## src/rtl/pong_pkg.sv

```systemverilog
// Shared game-flow encoding, screen geometry and the paddle step/clamp helper.
package pong_pkg;

  typedef enum logic [2:0] {
    ST_IDLE      = 3'd0,
    ST_COUNTDOWN = 3'd1,
    ST_PLAY      = 3'd2,
    ST_PAUSE     = 3'd3,
    ST_OVER      = 3'd4
  } state_t;

  localparam int unsigned SCREEN_HEIGHT = 480;
  localparam int unsigned TOP_MARGIN    = 25;
  localparam int unsigned PADDLE_H      = 72;
  localparam int unsigned Y_CENTER      = 191;
  localparam int unsigned Y_MAX_DEFAULT = SCREEN_HEIGHT - TOP_MARGIN - PADDLE_H;

  // One paddle move: up-only or down-only steps with clamping, anything else holds.
  // The sum is formed one bit wider so a large y never wraps past the clamp.
  function automatic logic [9:0] paddle_next(input logic [9:0] y,
                                             input logic       up,
                                             input logic       dn,
                                             input logic [9:0] step,
                                             input logic [9:0] y_max);
    logic [10:0] w_sum;
    w_sum       = {1'b0, y} + {1'b0, step};
    paddle_next = y;
    if (up && !dn)
      paddle_next = (y >= step) ? (y - step) : '0;
    else if (dn && !up)
      paddle_next = (w_sum <= {1'b0, y_max}) ? w_sum[9:0] : y_max;
  endfunction

endpackage

```

## src/rtl/btn_debounce.sv

```systemverilog
// Button conditioner: 2-flop synchroniser followed by a stable-sample counter.
// The clean output flips only after DEBOUNCE_CYCLES consecutive synchronised
// samples disagree with it; any sample that agrees restarts the count.
module btn_debounce #(
  parameter int unsigned DEBOUNCE_CYCLES = 250000
) (
  input  logic clk,
  input  logic reset,
  input  logic raw,
  output logic clean
);

  localparam int unsigned     CW       = $clog2(DEBOUNCE_CYCLES + 1);
  localparam logic [CW-1:0]   CNT_LAST = CW'(DEBOUNCE_CYCLES - 1);

  logic          r_sync0;
  logic          r_sync1;
  logic          r_clean;
  logic [CW-1:0] r_cnt;

  // Bring the asynchronous button into the clk domain.
  always_ff @(posedge clk or posedge reset) begin
    if (reset) begin
      r_sync0 <= 1'b0;
      r_sync1 <= 1'b0;
    end else begin
      r_sync0 <= raw;
      r_sync1 <= r_sync0;
    end
  end

  // Count consecutive disagreeing samples; accept the new level on the last one.
  always_ff @(posedge clk or posedge reset) begin
    if (reset) begin
      r_cnt   <= '0;
      r_clean <= 1'b0;
    end else if (r_sync1 == r_clean) begin
      r_cnt <= '0;
    end else if (r_cnt == CNT_LAST) begin
      r_cnt   <= '0;
      r_clean <= r_sync1;
    end else begin
      r_cnt <= r_cnt + 1'b1;
    end
  end

  assign clean = r_clean;

endmodule

```

## src/rtl/pong_input_ctrl.sv

```systemverilog
// Pong input front end: button debouncing, 60 Hz refresh tick, paddle motion
// and the game-flow FSM feeding ball_controller.
module pong_input_ctrl
  import pong_pkg::*;
#(
  parameter int unsigned TICK_DIV        = 416667,
  parameter int unsigned DEBOUNCE_CYCLES = 250000,
  parameter int unsigned PADDLE_STEP     = 4,
  parameter int unsigned Y_MAX           = Y_MAX_DEFAULT,
  parameter int unsigned SERVE_TICKS     = 120
) (
  input  logic       clk,
  input  logic       reset,
  input  logic       btn_p1_up,
  input  logic       btn_p1_dn,
  input  logic       btn_p2_up,
  input  logic       btn_p2_dn,
  input  logic       btn_start,
  input  logic       game_over,
  output logic       refresh_tick,
  output logic [9:0] paddle1_y,
  output logic [9:0] paddle2_y,
  output logic       game_active,
  output logic       ball_reset,
  output logic [2:0] state
);

  localparam int unsigned      TW        = $clog2(TICK_DIV + 1);
  localparam logic [TW-1:0]    TICK_LAST = TW'(TICK_DIV - 1);
  localparam int unsigned      DW        = $clog2(SERVE_TICKS + 1);
  localparam logic [DW-1:0]    CD_LAST   = DW'(SERVE_TICKS - 1);
  localparam logic [9:0]       STEP10    = 10'(PADDLE_STEP);
  localparam logic [9:0]       YMAX10    = 10'(Y_MAX);
  localparam logic [9:0]       CENTER10  = 10'(Y_CENTER);

  logic [TW-1:0] r_tick_cnt;
  logic          w_tick;
  logic          w_p1_up;
  logic          w_p1_dn;
  logic          w_p2_up;
  logic          w_p2_dn;
  logic          w_start;
  logic          r_start_prev;
  logic          w_start_evt;
  state_t        r_state;
  logic [DW-1:0] r_cd_cnt;
  logic [9:0]    r_p1_y;
  logic [9:0]    r_p2_y;
  logic          r_game_active;
  logic          r_ball_reset;

  btn_debounce #(.DEBOUNCE_CYCLES(DEBOUNCE_CYCLES)) u_db_p1_up (
    .clk(clk), .reset(reset), .raw(btn_p1_up), .clean(w_p1_up));
  btn_debounce #(.DEBOUNCE_CYCLES(DEBOUNCE_CYCLES)) u_db_p1_dn (
    .clk(clk), .reset(reset), .raw(btn_p1_dn), .clean(w_p1_dn));
  btn_debounce #(.DEBOUNCE_CYCLES(DEBOUNCE_CYCLES)) u_db_p2_up (
    .clk(clk), .reset(reset), .raw(btn_p2_up), .clean(w_p2_up));
  btn_debounce #(.DEBOUNCE_CYCLES(DEBOUNCE_CYCLES)) u_db_p2_dn (
    .clk(clk), .reset(reset), .raw(btn_p2_dn), .clean(w_p2_dn));
  btn_debounce #(.DEBOUNCE_CYCLES(DEBOUNCE_CYCLES)) u_db_start (
    .clk(clk), .reset(reset), .raw(btn_start), .clean(w_start));

  // Free-running refresh divider; the tick is decoded from the counter value
  // so it drops together with the counter on an asynchronous reset.
  always_ff @(posedge clk or posedge reset) begin
    if (reset)
      r_tick_cnt <= '0;
    else if (r_tick_cnt == TICK_LAST)
      r_tick_cnt <= '0;
    else
      r_tick_cnt <= r_tick_cnt + 1'b1;
  end

  assign w_tick = (r_tick_cnt == TICK_LAST);

  // Delay the debounced start button for rising-edge detection.
  always_ff @(posedge clk or posedge reset) begin
    if (reset)
      r_start_prev <= 1'b0;
    else
      r_start_prev <= w_start;
  end

  assign w_start_evt = w_start & ~r_start_prev;

  // Game-flow FSM with paddle datapath; game_active is written alongside each
  // state change so it always mirrors the state being entered.
  always_ff @(posedge clk or posedge reset) begin
    if (reset) begin
      r_state       <= ST_IDLE;
      r_cd_cnt      <= '0;
      r_p1_y        <= CENTER10;
      r_p2_y        <= CENTER10;
      r_game_active <= 1'b0;
      r_ball_reset  <= 1'b0;
    end else begin
      r_ball_reset <= 1'b0;
      unique case (r_state)
        ST_IDLE, ST_OVER: begin
          if (w_start_evt) begin
            r_state      <= ST_COUNTDOWN;
            r_ball_reset <= 1'b1;
            r_cd_cnt     <= '0;
            r_p1_y       <= CENTER10;
            r_p2_y       <= CENTER10;
          end
        end
        ST_COUNTDOWN: begin
          if (w_tick) begin
            if (r_cd_cnt == CD_LAST) begin
              r_state       <= ST_PLAY;
              r_game_active <= 1'b1;
            end else begin
              r_cd_cnt <= r_cd_cnt + 1'b1;
            end
          end
        end
        ST_PLAY: begin
          if (w_tick) begin
            r_p1_y <= paddle_next(r_p1_y, w_p1_up, w_p1_dn, STEP10, YMAX10);
            r_p2_y <= paddle_next(r_p2_y, w_p2_up, w_p2_dn, STEP10, YMAX10);
          end
          if (game_over) begin
            r_state       <= ST_OVER;
            r_game_active <= 1'b0;
          end else if (w_start_evt) begin
            r_state       <= ST_PAUSE;
            r_game_active <= 1'b0;
          end
        end
        ST_PAUSE: begin
          if (w_start_evt) begin
            r_state       <= ST_PLAY;
            r_game_active <= 1'b1;
          end
        end
        default: begin
          r_state       <= ST_IDLE;
          r_game_active <= 1'b0;
        end
      endcase
    end
  end

  assign refresh_tick = w_tick;
  assign paddle1_y    = r_p1_y;
  assign paddle2_y    = r_p2_y;
  assign game_active  = r_game_active;
  assign ball_reset   = r_ball_reset;
  assign state        = r_state;

endmodule

```

## config.mk

```make
export PLATFORM = sky130hd
export DESIGN_NAME = pong_input_ctrl
export DESIGN_NICKNAME = d
export VERILOG_FILES = /design/src/rtl/pong_pkg.sv /design/src/rtl/btn_debounce.sv /design/src/rtl/pong_input_ctrl.sv
export SDC_FILE = /design/constraint.sdc
export NUM_CORES = 1
export LEC_CHECK = 0
export ABC_AREA = 0
export CORE_AREA = 4 4 150 152
export DETAILED_ROUTE_END_ITERATION = 10
export DIE_AREA = 0 0 154 156
export PLACE_DENSITY = 0.57
export SLEW_MARGIN = 25
export SYNTH_ARGS = -nofsm -noshare
export SYNTH_HDL_FRONTEND = slang
export SYNTH_SLANG_ARGS = --single-unit
```

## constraint.sdc

```tcl
create_clock -name clk -period 10.25 [get_ports clk]
set_input_delay 2.05 -clock clk [delete_from_list [all_inputs] [get_ports clk]]
set_output_delay 2.05 -clock clk [all_outputs]
set_load 0.01 [all_outputs]
```

---- Word level (Yosys, flattened, before mapping) ----
Index checks and enable logic that the tools add are counted.
cells by class
  $add $sub $neg .......................... 11
  multiply operators ...................... 0
  div/mod/pow operators ................... 0
  order comparisons ....................... 4
  eq/ne operators ......................... 25
  shifts and indexed selects .............. 0
  multiplexer cells ....................... 43
  bitwise logic cells ..................... 8
  reductions and logical operators ........ 22
operator list
  operator               number
  $mux 18                10
  $mux 10                11
  $add 18x1->18 const B  5
  $eq 18x18->1 const B   5
  $pmux 10 s2            2
  $add 10x3->11 const B  2
  $le 11x9->1 const B    2
  $mux 7                 3
  $ge 10x3->1 const B    2
  $sub 10x3->10 const B  2
  $add 19x1->19 const B  1
  $eq 19x19->1 const B   1
  $mux 19                1
  $mux 3                 6
  $pmux 7 s2             1
  $ne 2x2->1 const B     6
  $pmux 3 s4             1
  $reduce_and 4->1       3
  $reduce_and 2->1       5
  $reduce_and 5->1       2
  $ne 3x3->1 const B     3
  $add 7x1->7 const B    1
  $eq 7x7->1 const B     1
  $mux 1                 7
  other kinds (12)       30
storage, ports and cells
  register bits after elaboration ......... 157
  bits in latches ......................... 0
  bits in writable memories ............... 0
  memory bits (read-only) ................. 0
  output and inout bits ................... 26
  memories ................................ 0

---- Logic depth before layout (Yosys ltp) ----
Gate-level depths: netlist of the first run.
  depth after elaboration ................. 7
  gate-level depth with buffers ........... 9

---- Hierarchy ----
A second synthesis of the first run with hierarchy kept.
second synthesis, totals
  cells, all modules ...................... 908
  area total of the unflattened synthesis .. 8709.6 µm²
modules (own cells, without submodules)
  module           instances  cells each  area an instance (µm²)
  btn_debounce     5          95          1012.2
  pong_input_ctrl  1          433         3648.5

---- Least setup slack after synthesis of the first run ----
OpenSTA, ideal clock, no wires.
  path kind ............................... register -> output
  start point ............................. register r_tick_cnt[0]
  end point ............................... output port refresh_tick
  data arrival time ....................... 1571 ps
  slack ................................... 6629 ps
  cell stages (with the launch flop) ...... 7
  path buffers ............................ 1
  cells stage by stage .................... dfrtp_1 inv_1 ha_1 nor4bb_1 nand3_1 nor2_2 clkbuf_1
on the way
  cells in the longest elaborated chain, start to end .. 1
ends and longest elaborated chain
  item                      RTL line               RTL
  start: declaration        pong_input_ctrl.sv:36  logic [TW-1:0] r_tick_cnt;
  start signal: assignment  pong_input_ctrl.sv:71  r_tick_cnt <= r_tick_cnt + 1'b1;
  $eq 19x19->1              pong_input_ctrl.sv:74  assign w_tick = (r_tick_cnt == TICK_LAST);
  end: declaration          pong_input_ctrl.sv:20  output logic refresh_tick,
No other way between the ends.

---- Final worst setup path of the first run ----
Ends and elaborated chain as after synthesis.

==> results of run 1 <==
## Yosys cell counts, types with 3 or more instances
master	instances	share of area, %
clkbuf_1	28	1.3
inv_1	28	1.3
and3_1	20	1.5
ha_1	18	2.7
o211ai_1	6	0.54
a31oi_1	7	0.53
nor3_1	27	1.6
xor2_1	53	5.6
and4_1	5	0.53
xnor2_1	46	4.8
dfstp_2	12	3.8
nor4b_1	8	0.84
a21oi_1	31	1.9
nand3_1	76	4.6
or2_2	9	0.68
o21bai_1	3	0.27
buf_1	3	0.14
o22a_1	3	0.32
dfrtp_1	143	43
nor4bb_1	3	0.36
mux2_2	4	0.54
or3b_2	4	0.42
nor4_1	12	0.90
nand2_1	66	3.0
and2_1	4	0.30
o31ai_1	7	0.63
mux2i_1	6	0.72
or4_1	3	0.27
buf_2	3	0.18
or3_1	17	1.3
nor2b_1	8	0.60
nor3b_1	3	0.27
nor2_1	154	6.9
nand3b_1	6	0.54
o21ai_0	33	2.0
nand4_1	11	0.83
nand2b_1	11	0.83
## state kept, by name, indices dropped and copies added, names as in the netlist, 3 cells and up
name and count:
r_tick_cnt 19, u_db_p1_dn.r_cnt 18, u_db_p1_up.r_cnt 18, u_db_p2_dn.r_cnt 18, u_db_p2_up.r_cnt 18, u_db_start.r_cnt 18, paddle1_y 9, paddle2_y 9
r_cd_cnt 7, state 3
## critical path, delay by kind of cell, from the launching register on
| kind | cells | cell delay [ns] |
|---|---|---|
| simple gates | 3 | 0.68 |
| fa+ha+maj | 1 | 0.13 |
| buf+inv | 3 | 0.90 |
| flops | 1 | 0.41 |
## layout by cell type, fill, tap and decap left out, types with 18 or more instances in the layout
master and instances:
a21oi_1 31, and3_1 20, clkdlybuf4s50_1 33, dfrtp_1 143, ha_1 18, inv_1 27
nand2_1 66, nand3_1 76, nor2_1 154, nor3_1 27, o21ai_0 33, xnor2_1 46
xor2_1 53
## per-stage QoR
step | hold WS [ns] | setup slack [ns] | power [uW] | area [um^2]
3_3_place_gp | 0.337 | 6.13 | 734 | 8910
5_1_grt | 0.356 | 5.45 | 1400 | 9490
6_report | 0.352 | 5.65 | 1340 | 9490
3_5_place_dp | 0.339 | 6.11 | 734 | 8910
2_1_floorplan | 0.331 | 4.04 | 706 | 8340
4_1_cts | 0.354 | 5.63 | 1360 | 9480
## per-layer routing
| metal | share of wire (%) | routed length [um] | vias to the layer above |
|---|---|---|---|
| met5 | 0 | 0 | - |
| met4 | 1.1 | 189 | 0 |
| met3 | 3.4 | 591 | 16 |
| met2 | 45 | 7840 | 90 |
| met1 | 51 | 8810 | 3064 |
| li1 | - | - | 3211 |
## worst min path at each step
stage | start | end | slack, ns
floorplan | u_db_p1_dn.r_sync0 | u_db_p1_dn.r_sync1 | 0.33
global placement | u_db_start.r_sync0 | u_db_start.r_sync1 | 0.34
detailed placement | u_db_p1_dn.r_sync0 | u_db_p1_dn.r_sync1 | 0.34
CTS | u_db_p1_dn.r_sync0 | u_db_p1_dn.r_sync1 | 0.35
global route | u_db_start.r_sync0 | u_db_start.r_sync1 | 0.36
finish | u_db_start.r_sync0 | u_db_start.r_sync1 | 0.35
## final cells by class
type / count / area [um^2]
flip-flops and latches: 155 / 3890
repair buffers: 38 / 372
fillers: 2046 / 11500
well taps: 275 / 344
clock buffers: 20 / 437
inverters: 28 / 110
clock inverters: 12 / 140
multi-input cells: 698 / 4190
## report_power, final
part           internal (uW)  leakage (uW)  switching [uW]
clock network            362      0.000272             262
logic                   31.7       0.00155            45.4
registers                624       0.00207            20.2
total                   1020       0.00389             328
## logic make-up after synthesis
group / count (synthesis) / share of synthesized area, %
compound gates: 118 / 8.97
buf+inv: 65 / 3.15
fa+ha+maj: 18 / 2.70
xor+xnor: 99 / 10.4
mux: 10 / 1.26
simple gates: 453 / 26.8
flops: 155 / 46.7
==> out/results.ini, run 1 <==
[critical_path]
end_kind=output port
path_class=register to output port
r2r_end=paddle1_y[5]
crit_path_start=r_tick_cnt[0]
cpPeakStageDelay_ns=0.58
worstPathRequired_ns=8.20
reg2reg_from=state[1]
critPathLaunchType=register
crit_fanout=19
slowest_stage=clkdlybuf4s50_1
reg2reg_slack_ns=7.45
ff2ff_path_depth=6
path_cells=inv_1 -> ha_1 -> nor4bb_1 -> nand3_1 -> nor2_2 -> buf_4 -> clkdlybuf4s50_1
critical_path.endpoint=refresh_tick
arrival_ns=2.55

[timing]
setup_violations=0
min_period_ns=4.60
period_share_pct=44.9
slew_headroom_pct=39.6
tightest_slew_ns=0.902
slew_violations=0
fin_skew_ns=0.00946
hold_viol_final=0
finalSetupTns_ns=0
fmax_mhz=217
rsz0062_at_grt=no

[global_route]
grt_pass1_vias=6098
antenna_found_initial=0
met2_usage_pct=22.9
grtUsageMet1_pct=21.7
overflow=0
grt_max_degree=81
track_usage_pct=15.0
grt_pass1_wl_um=30300
use_met3_pct=3.44
grt.busiest_layer=met2

[logic_synthesis]
ys_ff_latch=155
synthFlopType=dfrtp_1
ys_types=64
synth_edf_count=0
syn_area_um2=8340
syn_inst=918
syn-num-nets=944
async_reset_ff_share_pct=100
avgSynthCellArea_um2=9.09
yosysSeqAreaShare_pct=46.7
yosys_warnings=0

[placed_design]
place_congestion=0.809
dpl.cell_count=1194
io_buffers=33
place_hpwl_um=11700

[floorplanning]
dieArea_um2=24000
std_cell_rows=53
io_pins=34
die_x_um=154
die_h_um=156
start_util_pct=39.7
core_um2=21000

[clock_tree]
cts_setup_buffers=0
cts-resized-gates=0
hold_buffers=0
cts.sinks=155
clock_latency_ns=0.43
cts_tree=built
h-tree-depth=4
cts_made_buffers=17
clk_path_buf_depth=2
cts-root-buf=clkbuf_16
clk_pin_slew_ns=0.06

[drt]
drt_iter0_drc=390
dr.pass1.iters=6
via_per_inst=5.20
drc=0
wl_per_cell_um=14.2
wl_um=17400
num_vias=6381
postRouteAntennaNets=0

[power]
powerDensity_nw_per_um2=142
ir_worst_vdd_uv=105
p_leak_uw=0.00389

[finish]
fin_cells=1226
area_delta_synth_final_pct=13.7
num_antenna_cells=0
final_nets=964
final_core_util_pct=45.1
drive_gt1_share_pct=7.36

[status]
status=finished, final reports clean

[flow_run]
drv_cap=0

[min_path]
hold_path.class=register to register
holdPathStages=0

(Power assumes the default switching activity.)
==> run 2: changes to the inputs <==
Clock period 10.25 ns to 4.4 ns, I/O delays scaled along.
==> run 2 against run 1 <==
Compared with the run above: combinational power grew 130%; hold slack worse by 0.0042 ns; cell area hardly changed; critical endpoint unchanged; clock power rose by 130%; sequential cell count did not move; count of clock-buffer cells in the layout stayed put; critical path type unchanged; die area is the same; final cell count decreased by 0.24%.
==> out/results.ini, run 2 (synthesized netlist as in run 1, its figures left out) <==
[status]
status=finished, final reports clean

[drt]
postRouteAntennaNets=0
num_vias=6363
drt_iter0_drc=305
wl_um=17200
via_per_inst=5.20
dr.pass1.iters=5
drc=0
wl_per_cell_um=14.1

[finish]
final_cell_mix=154 x nor2_1, 143 x dfrtp_1, 76 x nand3_1
final_common_cell=nor2_1
multiInputGateArea_um2=4210
final_nets=962
drive_gt1_share_pct=7.28
area_delta_synth_final_pct=13.7
top_register=r_tick_cnt
largest_reg_flops=19
finalInstanceArea_um2=9480
num_antenna_cells=0
final-seq-area_um2=3890
num-fill-cells=2018

[floorplanning]
dieArea_um2=24000
die_h_um=156
io_pins=34
start_util_pct=39.7
core_um2=21000
die_x_um=154
std_cell_rows=53

[critical_path]
cpLargestDelayFamily=simple AND/OR/NAND/NOR gates
crit_fanout=5
reg2reg_slack_ns=1.62
path_class=register to output port
end_kind=output port
path_buf_inv=1
critPathLaunchType=register
cpPeakStageDelay_ns=0.57
path_cells=nor4b_1 -> nand3_1 -> nor2_2 -> clkdlybuf4s50_1
worstPathRequired_ns=3.52
slowest_stage=clkdlybuf4s50_1
arrival_ns=2.31

[timing]
finalWorstSetupSlack_ns=1.21
hold_viol_final=0
tightest_slew_ns=0.862
setup_violations=0
min_period_ns=3.19
fin_skew_ns=0.00570
period_share_pct=72.6
slew_headroom_pct=42.3
finalSetupTns_ns=0
slew_violations=0
fmax_mhz=313
rsz0062_at_grt=no

[placed_design]
place_hpwl_um=11600
preCtsSetupSlack_ns=1.68
io_buffers=33
place_congestion=0.830
dpl_cell_area_um2=8900

[clock_tree]
clock_latency_ns=0.42
clk_pin_slew_ns=0.06
hold_buffers=0
cts_made_buffers=17
cts_setup_buffers=0
cts-root-buf=clkbuf_16
clk_path_buf_depth=2
cts_tree=built
cts.sinks=155
cts-resized-gates=0
h-tree-depth=4

[global_route]
grt_max_degree=156
antenna_found_initial=0
grt.busiest_layer=met2
use_met3_pct=3.94
grt_pass1_vias=6037
grtUsageMet1_pct=21.6
grt_pass1_wl_um=30000
track_usage_pct=14.9
overflow=0
met2_usage_pct=22.8

[power]
ir_worst_vdd_uv=233
total_power_uw=3090
powerDensity_nw_per_um2=326
p_leak_uw=0.00390

[flow_run]
drv_cap=0

[min_path]
hold_path.class=register to register

==> run 2: report_power, final <==
group | total [uW] | internal (uW) | switching (uW)
combinational | 181 | 75.2 | 106
clock | 1410 | 845 | 565
sequential | 1500 | 1450 | 48.0
total | 3090 | 2370 | 719
==> run 2: layout make-up <==
| type | count | area share, % |
|---|---|---|
| inverter | 28 | 1.15 |
| tap | 275 | 3.63 |
| timing repair buffer | 36 | 3.85 |
| clock buffer | 20 | 4.71 |
| clock inverter | 11 | 1.27 |
| sequential | 155 | 41.1 |
| multi-input combinational | 698 | 44.3 |
==> run 2: metrics by stage <==
step	hold slack, ns	instances	utilization (%)
2_1_floorplan	0.331	918	-
3_3_place_gp	0.332	1192	42.3
3_5_place_dp	0.336	1192	42.3
4_1_cts	0.350	1223	45.0
5_1_grt	0.366	1223	45.1
6_report	0.348	1223	45.1
==> run 2: worst paths after layout <==
kind / start / to / cells past startpoint
min in group asynchronous: reset / u_db_p2_dn.r_cnt[6] / 3
worst min register to register: u_db_p1_up.r_sync0 / u_db_p1_up.r_sync1 / 0
worst max register to register: state[1] / paddle1_y[5] / 6
worst max-delay path: r_tick_cnt[15] / refresh_tick / 4
worst min-delay path: u_db_p1_up.r_sync0 / u_db_p1_up.r_sync1 / 0
max in group asynchronous: reset / r_cd_cnt[5] / 3
==> run 2: routing by layer <==
metal | vias to the layer above | part of all wire [%]
li1 | 3213 | -
met1 | 3041 | 51
met2 | 97 | 45
met3 | 12 | 3.3
met4 | 0 | 0.61
met5 | - | 0
==> run 2: worst register-to-register path, stage by stage (launching register included) <==
cell     delay (ns)
dfrtp_1        0.63
or3b_1         0.55
or3_1          0.40
or4_1          0.56
nand2_4        0.17
a31oi_1        0.10
o32a_1         0.29
==> run 3: changes to the inputs <==
Clock period 4.4 ns to 3.3 ns, I/O delays scaled along.
==> run 3 against run 2 <==
Compared with the run above: routed wire length grew 2.1%; critical path depth grew 2; clock power grew 34%; total power grew 34%; global-route usage grew 0.31 points.
==> out/results.ini, run 3 (synthesized netlist as in run 1, its figures left out) <==
[clock_tree]
hold_buffers=0
cts-resized-gates=0
h-tree-depth=4
cts-root-buf=clkbuf_16
cts_tree=built
cts_made_buffers=17
cts.sinks=155
clock_latency_ns=0.43
clk_pin_slew_ns=0.06
clk_path_buf_depth=2
cts_setup_buffers=0

[finish]
drive_gt1_share_pct=7.56
largest_reg_flops=19
final_common_cell=nor2_1
top_register=r_tick_cnt
area_delta_synth_final_pct=14.2
final_cell_mix=154 x nor2_1, 143 x dfrtp_1, 76 x nand3_1
num_antenna_cells=0
final_nets=969

[placed_design]
io_buffers=33
place_hpwl_um=12200
place_congestion=0.854

[floorplanning]
dieArea_um2=24000
std_cell_rows=53
io_pins=34
start_util_pct=39.7
core_um2=21000
die_x_um=154
die_h_um=156

[drt]
postRouteAntennaNets=0
wl_per_cell_um=14.3
drc=0
wl_um=17600
drt_iter0_drc=344
via_per_inst=5.25
num_vias=6437
dr.pass1.iters=4

[global_route]
overflow=0
grt_pass1_wl_um=30600
track_usage_pct=15.2
grt_max_degree=58
grt_pass1_vias=6174
antenna_found_initial=0

[status]
status=finished, final reports clean

[critical_path]
ff2ff_path_depth=8
reg2reg_slack_ns=0.67
end_kind=output port
path_class=register to output port
arrival_ns=2.25
crit_fanout=5
critPathLaunchType=register
worstPathRequired_ns=2.64

[timing]
tightest_slew_ns=0.690
slew_violations=0
min_period_ns=2.91
rsz0062_at_grt=no
period_share_pct=88.1
fmax_mhz=344
hold_viol_final=0
fin_skew_ns=0.00647
finalSetupTns_ns=0
slew_headroom_pct=53.6
setup_violations=0

[power]
ir_worst_vdd_uv=351
powerDensity_nw_per_um2=436
p_leak_uw=0.00391
total_power_uw=4150

[flow_run]
drv_cap=0

[min_path]
holdPathStages=0
hold_path.class=register to register

[run 3: changes by cell type in the layout (fill, tap and decap cells not counted)]
cell        change
buf_4           +6
clkbuf_8        +1
clkinv_2        -2
nor4_1          +1
nor4_4          -1
buf_12          +1
clkinvlp_4      -1
inv_6           -1
[run 3: final timing paths]
| kind | start | endpoint |
|---|---|---|
| worst max register to register | paddle1_y[2] | paddle1_y[4] |
| min in group asynchronous | reset | u_db_p2_dn.r_sync0 |
| max in group asynchronous | reset | game_active |
| worst max-delay path | r_tick_cnt[0] | refresh_tick |
| worst min-delay path | u_db_p1_up.r_sync0 | u_db_p1_up.r_sync1 |
| worst min register to register | u_db_p1_up.r_sync0 | u_db_p1_up.r_sync1 |
[run 3: report_power, final]
| group | internal, uW | switching, uW |
|---|---|---|
| clock network | 1140 | 752 |
| registers | 1940 | 28.8 |
| logic | 117 | 182 |
[run 3: critical path: stages (launching register included)]
cell,delay [ns]
dfrtp_1,0.40
inv_1,0.07
ha_1,0.13
nor4bb_1,0.20
nand3_1,0.26
nor2_2,0.21
clkdlybuf4s50_1,0.56
[run 3: layout make-up]
type                       count  area, um^2
clock inverter                 7        93.8
fill                        1983       11500
inverter                      28         109
multi-input combinational    698        4190
clock buffer                  21         460
tap                          275         344
sequential                   155        3890
timing repair buffer          43         430
[run 3: per-stage QoR]
| step | instance area (um^2) | std cells | hold slack (ns) | utilization [%] | setup WS (ns) |
|---|---|---|---|---|---|
| after floorplan | 8340 | 918 | 0.331 | - | 0.691 |
| after global placement | 8970 | 1199 | 0.335 | 42.7 | 0.743 |
| after detailed placement | 8970 | 1199 | 0.336 | 42.7 | 0.722 |
| after CTS | 9520 | 1227 | 0.349 | 45.3 | 0.352 |
| after global routing | 9520 | 1227 | 0.363 | 45.3 | 0.162 |
| final | 9520 | 1227 | 0.350 | 45.3 | 0.394 |
[run 3: routing by layer]
| metal | track usage [%] | up-vias | routed length [um] |
|---|---|---|---|
| met5 | 0 | - | 0 |
| met4 | 4.04 | 0 | 201 |
| met1 | 21.5 | 3099 | 8730 |
| li1 | - | 3222 | - |
| met2 | 23.7 | 99 | 7970 |
| met3 | 3.63 | 17 | 669 |
